==> config.mk <==
export PLATFORM = sky130hd
export DESIGN_NAME = coin_wallet
export DESIGN_NICKNAME = d
export VERILOG_FILES = /design/src/rtl/wm_pkg.sv /design/src/rtl/btn_debounce.sv /design/src/rtl/coin_wallet.sv
export SDC_FILE = /design/constraint.sdc
export NUM_CORES = 1
export LEC_CHECK = 0
export CAP_MARGIN = 20
export CORE_UTILIZATION = 25
export DETAILED_ROUTE_END_ITERATION = 8
export DONT_BUFFER_PORTS = 1
export MAX_ROUTING_LAYER = met4
export PLACE_DENSITY = 0.39
export SETUP_SLACK_MARGIN = 0.3
export SKIP_LAST_GASP = 1
export SLEW_MARGIN = 15
export SYNTH_ARGS = -nofsm -noshare
export SYNTH_HDL_FRONTEND = slang
export SYNTH_SLANG_ARGS = --single-unit
==> constraint.sdc <==
create_clock -name clk -period 6.9 [get_ports clk]
set_input_delay 1.38 -clock clk [delete_from_list [all_inputs] [get_ports clk]]
set_output_delay 1.38 -clock clk [all_outputs]
set_load 0.02 [all_outputs]
==> src/rtl/wm_pkg.sv <==
// Shared washing-machine definitions: payment FSM encoding, coin values and
// 3-digit BCD arithmetic helpers, also used by the billing block.
package wm_pkg;

  typedef enum logic [2:0] {
    ST_IDLE   = 3'd0,
    ST_ADD    = 3'd1,
    ST_CHK    = 3'd2,
    ST_SUB    = 3'd3,
    ST_ACK    = 3'd4,
    ST_REFUND = 3'd5
  } wm_state_t;

  localparam logic [11:0] COIN1    = 12'h001;
  localparam logic [11:0] COIN5    = 12'h005;
  localparam logic [11:0] COIN10   = 12'h010;
  localparam logic [11:0] BCD_ZERO = 12'h000;

  function automatic logic bcd_valid(input logic [11:0] a);
    logic ok;
    ok = 1'b1;
    for (int i = 0; i < 3; i++) begin
      ok = ok & (a[i*4 +: 4] <= 4'd9);
    end
    return ok;
  endfunction

  // Returns {decimal carry out, 3-digit sum}.
  function automatic logic [12:0] bcd_add(input logic [11:0] a, input logic [11:0] b);
    logic [11:0] s;
    logic        c;
    logic [4:0]  t;
    s = 12'h000;
    c = 1'b0;
    for (int i = 0; i < 3; i++) begin
      t = {1'b0, a[i*4 +: 4]} + {1'b0, b[i*4 +: 4]} + {4'b0000, c};
      if (t > 5'd9) begin
        t = t + 5'd6;
        c = 1'b1;
      end else begin
        c = 1'b0;
      end
      s[i*4 +: 4] = t[3:0];
    end
    return {c, s};
  endfunction

  // a - b; the caller guarantees a >= b.
  function automatic logic [11:0] bcd_sub(input logic [11:0] a, input logic [11:0] b);
    logic [11:0] d;
    logic        br;
    logic [4:0]  t;
    d  = 12'h000;
    br = 1'b0;
    for (int i = 0; i < 3; i++) begin
      t = {1'b0, a[i*4 +: 4]} - {1'b0, b[i*4 +: 4]} - {4'b0000, br};
      if (t[4]) begin
        t  = t + 5'd10;
        br = 1'b1;
      end else begin
        br = 1'b0;
      end
      d[i*4 +: 4] = t[3:0];
    end
    return d;
  endfunction

  function automatic logic bcd_lt(input logic [11:0] a, input logic [11:0] b);
    logic lt;
    logic done;
    lt   = 1'b0;
    done = 1'b0;
    for (int i = 2; i >= 0; i--) begin
      if (!done && (a[i*4 +: 4] != b[i*4 +: 4])) begin
        lt   = (a[i*4 +: 4] < b[i*4 +: 4]);
        done = 1'b1;
      end else begin
        lt = lt;
      end
    end
    return lt;
  endfunction

endpackage

==> src/rtl/btn_debounce.sv <==
// Raw push-button conditioner: 2-flop synchroniser, stable-count debouncer
// and a one-cycle pulse on each accepted press.
module btn_debounce #(
  parameter int unsigned DEB_CYCLES = 2_000_000
) (
  input  logic clk,
  input  logic rst,
  input  logic btn,
  output logic pulse
);

  localparam int unsigned   CW       = (DEB_CYCLES > 1) ? $clog2(DEB_CYCLES) : 1;
  localparam logic [CW-1:0] CNT_LAST = CW'(DEB_CYCLES - 1);

  logic          sync1_r;
  logic          sync2_r;
  logic          stable_r;
  logic          pulse_r;
  logic [CW-1:0] cnt_r;

  // Synchronise, count how long the input differs from the accepted level, accept after DEB_CYCLES.
  always_ff @(posedge clk or negedge rst) begin
    if (!rst) begin
      sync1_r  <= 1'b0;
      sync2_r  <= 1'b0;
      stable_r <= 1'b0;
      pulse_r  <= 1'b0;
      cnt_r    <= {CW{1'b0}};
    end else begin
      sync1_r <= btn;
      sync2_r <= sync1_r;
      pulse_r <= 1'b0;
      if (sync2_r != stable_r) begin
        if (cnt_r == CNT_LAST) begin
          stable_r <= sync2_r;
          cnt_r    <= {CW{1'b0}};
          pulse_r  <= sync2_r;
        end else begin
          cnt_r <= cnt_r + {{(CW-1){1'b0}}, 1'b1};
        end
      end else begin
        cnt_r <= {CW{1'b0}};
      end
    end
  end

  assign pulse = pulse_r;

endmodule

==> src/rtl/coin_wallet.sv <==
// Payment front end: debounced coin/refund buttons, saturating BCD balance and
// a 4-phase charge handshake towards the billing stage.
module coin_wallet
  import wm_pkg::*;
#(
  parameter int unsigned DEB_CYCLES = 2_000_000,
  parameter logic [11:0] BAL_MAX    = 12'h999
) (
  input  logic        clk,
  input  logic        rst,
  input  logic        on,
  input  logic        btn_c1,
  input  logic        btn_c5,
  input  logic        btn_c10,
  input  logic        btn_refund,
  input  logic        chg_req,
  input  logic [11:0] chg_amt,
  output logic [11:0] bal,
  output logic        chg_ok,
  output logic        chg_nak,
  output logic        refund_pulse,
  output logic [11:0] refund_amt,
  output logic        busy
);

  // Bit order of the press/pending vectors: 0 = c1, 1 = c5, 2 = c10, 3 = refund.
  logic [3:0]  raw_s;
  logic [3:0]  press_s;
  logic [3:0]  pend_r;
  logic [3:0]  clr_s;

  wm_state_t   state_r, state_nxt_s;
  logic [11:0] bal_r, bal_nxt_s;
  logic [11:0] amt_r, amt_nxt_s;
  logic [11:0] coin_r, coin_nxt_s;
  logic [2:0]  csel_r, csel_nxt_s;
  logic [11:0] ramt_r, ramt_nxt_s;
  logic        ok_r, ok_nxt_s;
  logic        nak_r, nak_nxt_s;
  logic        rpulse_r, rpulse_nxt_s;
  logic        armed_r, armed_nxt_s;
  logic        busy_r;
  logic [12:0] sum_s;
  logic [11:0] sat_s;

  assign raw_s = {btn_refund, btn_c10, btn_c5, btn_c1};

  for (genvar g = 0; g < 4; g++) begin : g_deb
    btn_debounce #(.DEB_CYCLES(DEB_CYCLES)) u_deb (
      .clk   (clk),
      .rst   (rst),
      .btn   (raw_s[g]),
      .pulse (press_s[g])
    );
  end

  assign sum_s = bcd_add(bal_r, coin_r);
  assign sat_s = (sum_s[12] || bcd_lt(BAL_MAX, sum_s[11:0])) ? BAL_MAX : sum_s[11:0];

  // Pending flags: a press is remembered until serviced; power-off discards everything.
  always_ff @(posedge clk or negedge rst) begin
    if (!rst) begin
      pend_r <= 4'b0000;
    end else if (!on) begin
      pend_r <= 4'b0000;
    end else begin
      pend_r <= (pend_r & ~clr_s) | press_s;
    end
  end

  // Next-state and next-output logic of the payment FSM.
  always_comb begin
    state_nxt_s  = state_r;
    bal_nxt_s    = bal_r;
    amt_nxt_s    = amt_r;
    coin_nxt_s   = coin_r;
    csel_nxt_s   = csel_r;
    ramt_nxt_s   = ramt_r;
    ok_nxt_s     = ok_r;
    nak_nxt_s    = nak_r;
    rpulse_nxt_s = 1'b0;
    armed_nxt_s  = armed_r;
    clr_s        = 4'b0000;
    case (state_r)
      ST_IDLE: begin
        // Charges must see chg_req low here before a new rise is accepted.
        if (chg_req && armed_r) begin
          amt_nxt_s   = chg_amt;
          armed_nxt_s = 1'b0;
          state_nxt_s = ST_CHK;
        end else if (pend_r[3]) begin
          armed_nxt_s  = !chg_req ? 1'b1 : armed_r;
          ramt_nxt_s   = bal_r;
          bal_nxt_s    = BCD_ZERO;
          rpulse_nxt_s = 1'b1;
          state_nxt_s  = ST_REFUND;
        end else if (pend_r[2]) begin
          armed_nxt_s = !chg_req ? 1'b1 : armed_r;
          coin_nxt_s  = COIN10;
          csel_nxt_s  = 3'b100;
          state_nxt_s = ST_ADD;
        end else if (pend_r[1]) begin
          armed_nxt_s = !chg_req ? 1'b1 : armed_r;
          coin_nxt_s  = COIN5;
          csel_nxt_s  = 3'b010;
          state_nxt_s = ST_ADD;
        end else if (pend_r[0]) begin
          armed_nxt_s = !chg_req ? 1'b1 : armed_r;
          coin_nxt_s  = COIN1;
          csel_nxt_s  = 3'b001;
          state_nxt_s = ST_ADD;
        end else begin
          armed_nxt_s = !chg_req ? 1'b1 : armed_r;
          state_nxt_s = ST_IDLE;
        end
      end
      ST_ADD: begin
        bal_nxt_s   = sat_s;
        clr_s       = {1'b0, csel_r};
        state_nxt_s = ST_IDLE;
      end
      ST_CHK: begin
        if (!on || !bcd_valid(amt_r) || bcd_lt(bal_r, amt_r)) begin
          nak_nxt_s   = 1'b1;
          state_nxt_s = ST_ACK;
        end else begin
          state_nxt_s = ST_SUB;
        end
      end
      ST_SUB: begin
        bal_nxt_s   = bcd_sub(bal_r, amt_r);
        ok_nxt_s    = 1'b1;
        state_nxt_s = ST_ACK;
      end
      ST_ACK: begin
        if (!chg_req) begin
          ok_nxt_s    = 1'b0;
          nak_nxt_s   = 1'b0;
          state_nxt_s = ST_IDLE;
        end else begin
          state_nxt_s = ST_ACK;
        end
      end
      ST_REFUND: begin
        clr_s       = 4'b1000;
        state_nxt_s = ST_IDLE;
      end
      default: begin
        ok_nxt_s    = 1'b0;
        nak_nxt_s   = 1'b0;
        state_nxt_s = ST_IDLE;
      end
    endcase
  end

  // FSM state and all registered outputs.
  always_ff @(posedge clk or negedge rst) begin
    if (!rst) begin
      state_r  <= ST_IDLE;
      bal_r    <= BCD_ZERO;
      amt_r    <= BCD_ZERO;
      coin_r   <= BCD_ZERO;
      csel_r   <= 3'b000;
      ramt_r   <= BCD_ZERO;
      ok_r     <= 1'b0;
      nak_r    <= 1'b0;
      rpulse_r <= 1'b0;
      armed_r  <= 1'b0;
      busy_r   <= 1'b0;
    end else begin
      state_r  <= state_nxt_s;
      bal_r    <= bal_nxt_s;
      amt_r    <= amt_nxt_s;
      coin_r   <= coin_nxt_s;
      csel_r   <= csel_nxt_s;
      ramt_r   <= ramt_nxt_s;
      ok_r     <= ok_nxt_s;
      nak_r    <= nak_nxt_s;
      rpulse_r <= rpulse_nxt_s;
      armed_r  <= armed_nxt_s;
      busy_r   <= (state_nxt_s != ST_IDLE);
    end
  end

  assign bal          = bal_r;
  assign chg_ok       = ok_r;
  assign chg_nak      = nak_r;
  assign refund_pulse = rpulse_r;
  assign refund_amt   = ramt_r;
  assign busy         = busy_r;

endmodule

==> out/qor.yml <==
status:
  status: "finished clean"
synthesis:
  synth_async_sr_flop_share_pct: 100
  ys_ff_latch: 152
  yosysUniqueCellTypes: 66
  seq_area_frac_synth_pct: 46.1
  synth_enable_flop_cells: 0
  synth_nets: 897
  synth_warnings: 0
  synth_area_per_cell_um2: 9.94
  ys.flop_type: "dfrtp_1"
  synth_cells: 831
  netlist_area_um2: 8260
route:
  firstDrtPassIters: 4
  routed_via_density: 4.53
  drc_errors: 0
  wl_um: 19200
  drt-initial-drc-count: 251
  num_vias: 5815
  detail-route-antenna-nets: 0
  wl_per_cell_um: 15.0
timing:
  fmax_mhz: 165
  setup_viol_count_final: 0
  fin_ws_ns: 0.824
  final.min_clock_period_ns: 6.08
  worst_slew_pin_slew_ns: 1.03
  whs_ns: 0.353
  slew_violations: 0
  max-slew-margin-rel_pct: 30.9
  period_share_pct: 88.1
  finalHoldViolations: 0
  rsz0062_at_grt: "false"
  finalClockSkew_ns: 0.00912
  fin_tns_setup_ns: 0
floorplanning:
  die_y_um: 184
  core-area_um2: 32500
  die_x_um: 184
  ios: 48
  start_util_pct: 25.4
  rows: 66
  die_area_um2: 33800
cts:
  h-tree-depth: 4
  clk_latency_ns: 0.44
  clockBufferDepth: 2
  root_buffer: "clkbuf_16"
  clkSinkCount: 152
  clkTransAtPathRegs_ns: 0.06
  cts_tree: "done"
  cts_inserted_buffers: 17
run:
  maxCapViolCount: 0
worst_setup_path:
  worstSetupPathType: "register to register"
  cp_max_fo: 11
  start_kind: "register"
  crit_required_ns: 7.27
  cp-end-kind: "register"
  crit_arrival_ns: 6.45
place:
  globalplace.congestion: 0.788
  detailed_place_hpwl_um: 13400
  port-buffer-count: 0
  preCtsSetupSlack_ns: 0.775
grt:
  first_global_vias: 5949
  grt_max_degree: 153
  antenna_found_initial: 1
  grt_pass1_wl_um: 32100
  grt_remaining_overflow: 0
  track_usage_pct: 12.6
layout:
  layout-drive-gt1-share_pct: 5.59
  nFillCells: 3433
  seq_area_um2: 3800
  synthToLayoutAreaGrowth_pct: 13.9
  multi_input_area_um2: 4220
  nNetsFinal: 895
worst_hold_path:
  worst_hold_path_type: "register to register"
pwr:
  ir_worst_vdd_uv: 273
  p_leak_nw: 4.13
  power_density_nw_per_um2: 461
## flip-flops by register name, indices dropped and copies added, names as in the netlist, 2 cells and up
register,cells
g_deb.u_deb.stable_r,4
refund_amt,12
amt_r,12
bal,12
coin_r,2
g_deb.u_deb.cnt_r,84
g_deb.u_deb.sync2_r,4
pend_r,4
state_r,3
g_deb.u_deb.pulse,4
csel_r,2
g_deb.u_deb.sync1_r,4
## path summary, 6_finish.rpt
kind | startpoint | endpoint | slack (ns) | cells past startpoint
max in group asynchronous | rst | bal[11] | 6.03 | 0
worst min-delay path | g_deb[3].u_deb.sync1_r | g_deb[3].u_deb.sync2_r | 0.35 | 0
min in group asynchronous | rst | g_deb[0].u_deb.cnt_r[13] | 0.65 | 0
worst min register to register | g_deb[3].u_deb.sync1_r | g_deb[3].u_deb.sync2_r | 0.35 | 0
worst max-delay path | bal[0] | bal[2] | 0.82 | 23
worst max register to register | bal[0] | bal[2] | 0.82 | 23
## kinds of logic (layout without fill, tap and decap cells)
kind of cell               count (synthesis)  after routing  share of synthesized area [%]
adders and majority gates                 46             46                           7.52
muxes                                     27             27                           3.62
AOI/OAI and AO/OA                        116            116                           9.45
and+or+nand+nor                          331            331                           20.0
other                                      0              1                              0
buffers and inverters                     61             71                           2.91
DFF                                      152            152                           46.1
xor gates and xnor gates                  98             98                           10.5
## power by group
part / internal, mW / switching, mW / total, mW
Sequential: 0.994 / 0.249 / 1.24
Combinational: 0.916 / 1.10 / 2.01
Clock: 0.696 / 0.385 / 1.08
Total: 2.61 / 1.73 / 4.34
## cell usage in the layout (no fill, tap or decap), types with 10 or more instances in the layout
master | synthesis | layout
dfrtp_1 | 152 | 152
nor2_1 | 103 | 103
nand2_1 | 71 | 71
xor2_1 | 63 | 63
nand3_1 | 42 | 42
ha_1 | 40 | 40
inv_1 | 38 | 38
xnor2_1 | 34 | 33
a21oi_1 | 26 | 26
o21ai_0 | 24 | 24
nand4_1 | 19 | 19
and3_1 | 19 | 19
mux2_1 | 19 | 19
clkbuf_16 | 0 | 17
nor2b_1 | 16 | 16
o21ai_1 | 13 | 13
and4_1 | 10 | 10
## synthesized netlist by cell type (12+ instances only)
master / count / area share, %
o21ai_0: 24 / 1.5
dfrtp_1: 152 / 46
ha_1: 40 / 6.1
nand2_1: 71 / 3.2
nand3_1: 42 / 2.5
inv_1: 38 / 1.7
xor2_1: 63 / 6.7
nand4_1: 19 / 1.4
mux2_1: 19 / 2.6
nor2_1: 103 / 4.7
o21ai_1: 13 / 0.79
clkbuf_1: 12 / 0.55
nor2b_1: 16 / 1.2
a21oi_1: 26 / 1.6
and3_1: 19 / 1.4
xnor2_1: 34 / 3.6
## area by class of cell
cell class | count | share of cell area [%]
sequential | 152 | 40.4
tap | 442 | 5.88
inverter | 40 | 1.60
antenna | 1 | 0.0266
clock inverter | 12 | 2.35
clock buffer | 19 | 4.82
multi-input combinational | 618 | 44.9
## what timing repair did
item / in CTS / in global routing
buffers inserted: 0 / 0
resized for setup: 0 / 1
hold buffers: 0 / 0
setup endpoints to repair: 0 / 1
## metal layers
metal	up-vias	routed length [µm]	global-route usage [%]
met3	17	644	2.73
met4	0	303	4.93
met5	-	0	-
li1	2881	-	-
met2	59	8730	18.9
met1	2858	9560	16.5
## worst max-delay path, stage by stage, from the launching register on
cell and delay, ns:
dfrtp_1 0.49, ha_1 0.30, ha_1 0.27, xnor2_2 0.25, ha_1 0.30, inv_1 0.08
o21ai_1 0.20, o21ai_0 0.14, fa_1 0.45, ha_1 0.33, or3_1 0.40, nand2_1 0.07
o21ai_0 0.08, o21a_1 0.14, ha_1 0.23, ha_1 0.37, inv_1 0.10, ha_1 0.32
and3_1 0.18, o2111ai_1 0.33, a2111oi_2 0.13, or3_1 0.44, nor2_1 0.22, a221o_1 0.17
## metrics by stage
stage / power, mW / std cells / instance area [µm²] / utilization (%)
after floorplan: 2.81 / 831 / 8260 / -
after detailed placement: 3.28 / 1252 / 8720 / 26.8
after global routing: 4.69 / 1284 / 9410 / 28.9
after global placement: 3.29 / 1252 / 8720 / 26.8
final: 4.34 / 1284 / 9410 / 28.9
after CTS: 4.40 / 1283 / 9400 / 28.9
Power figures use the tool's default switching activity.
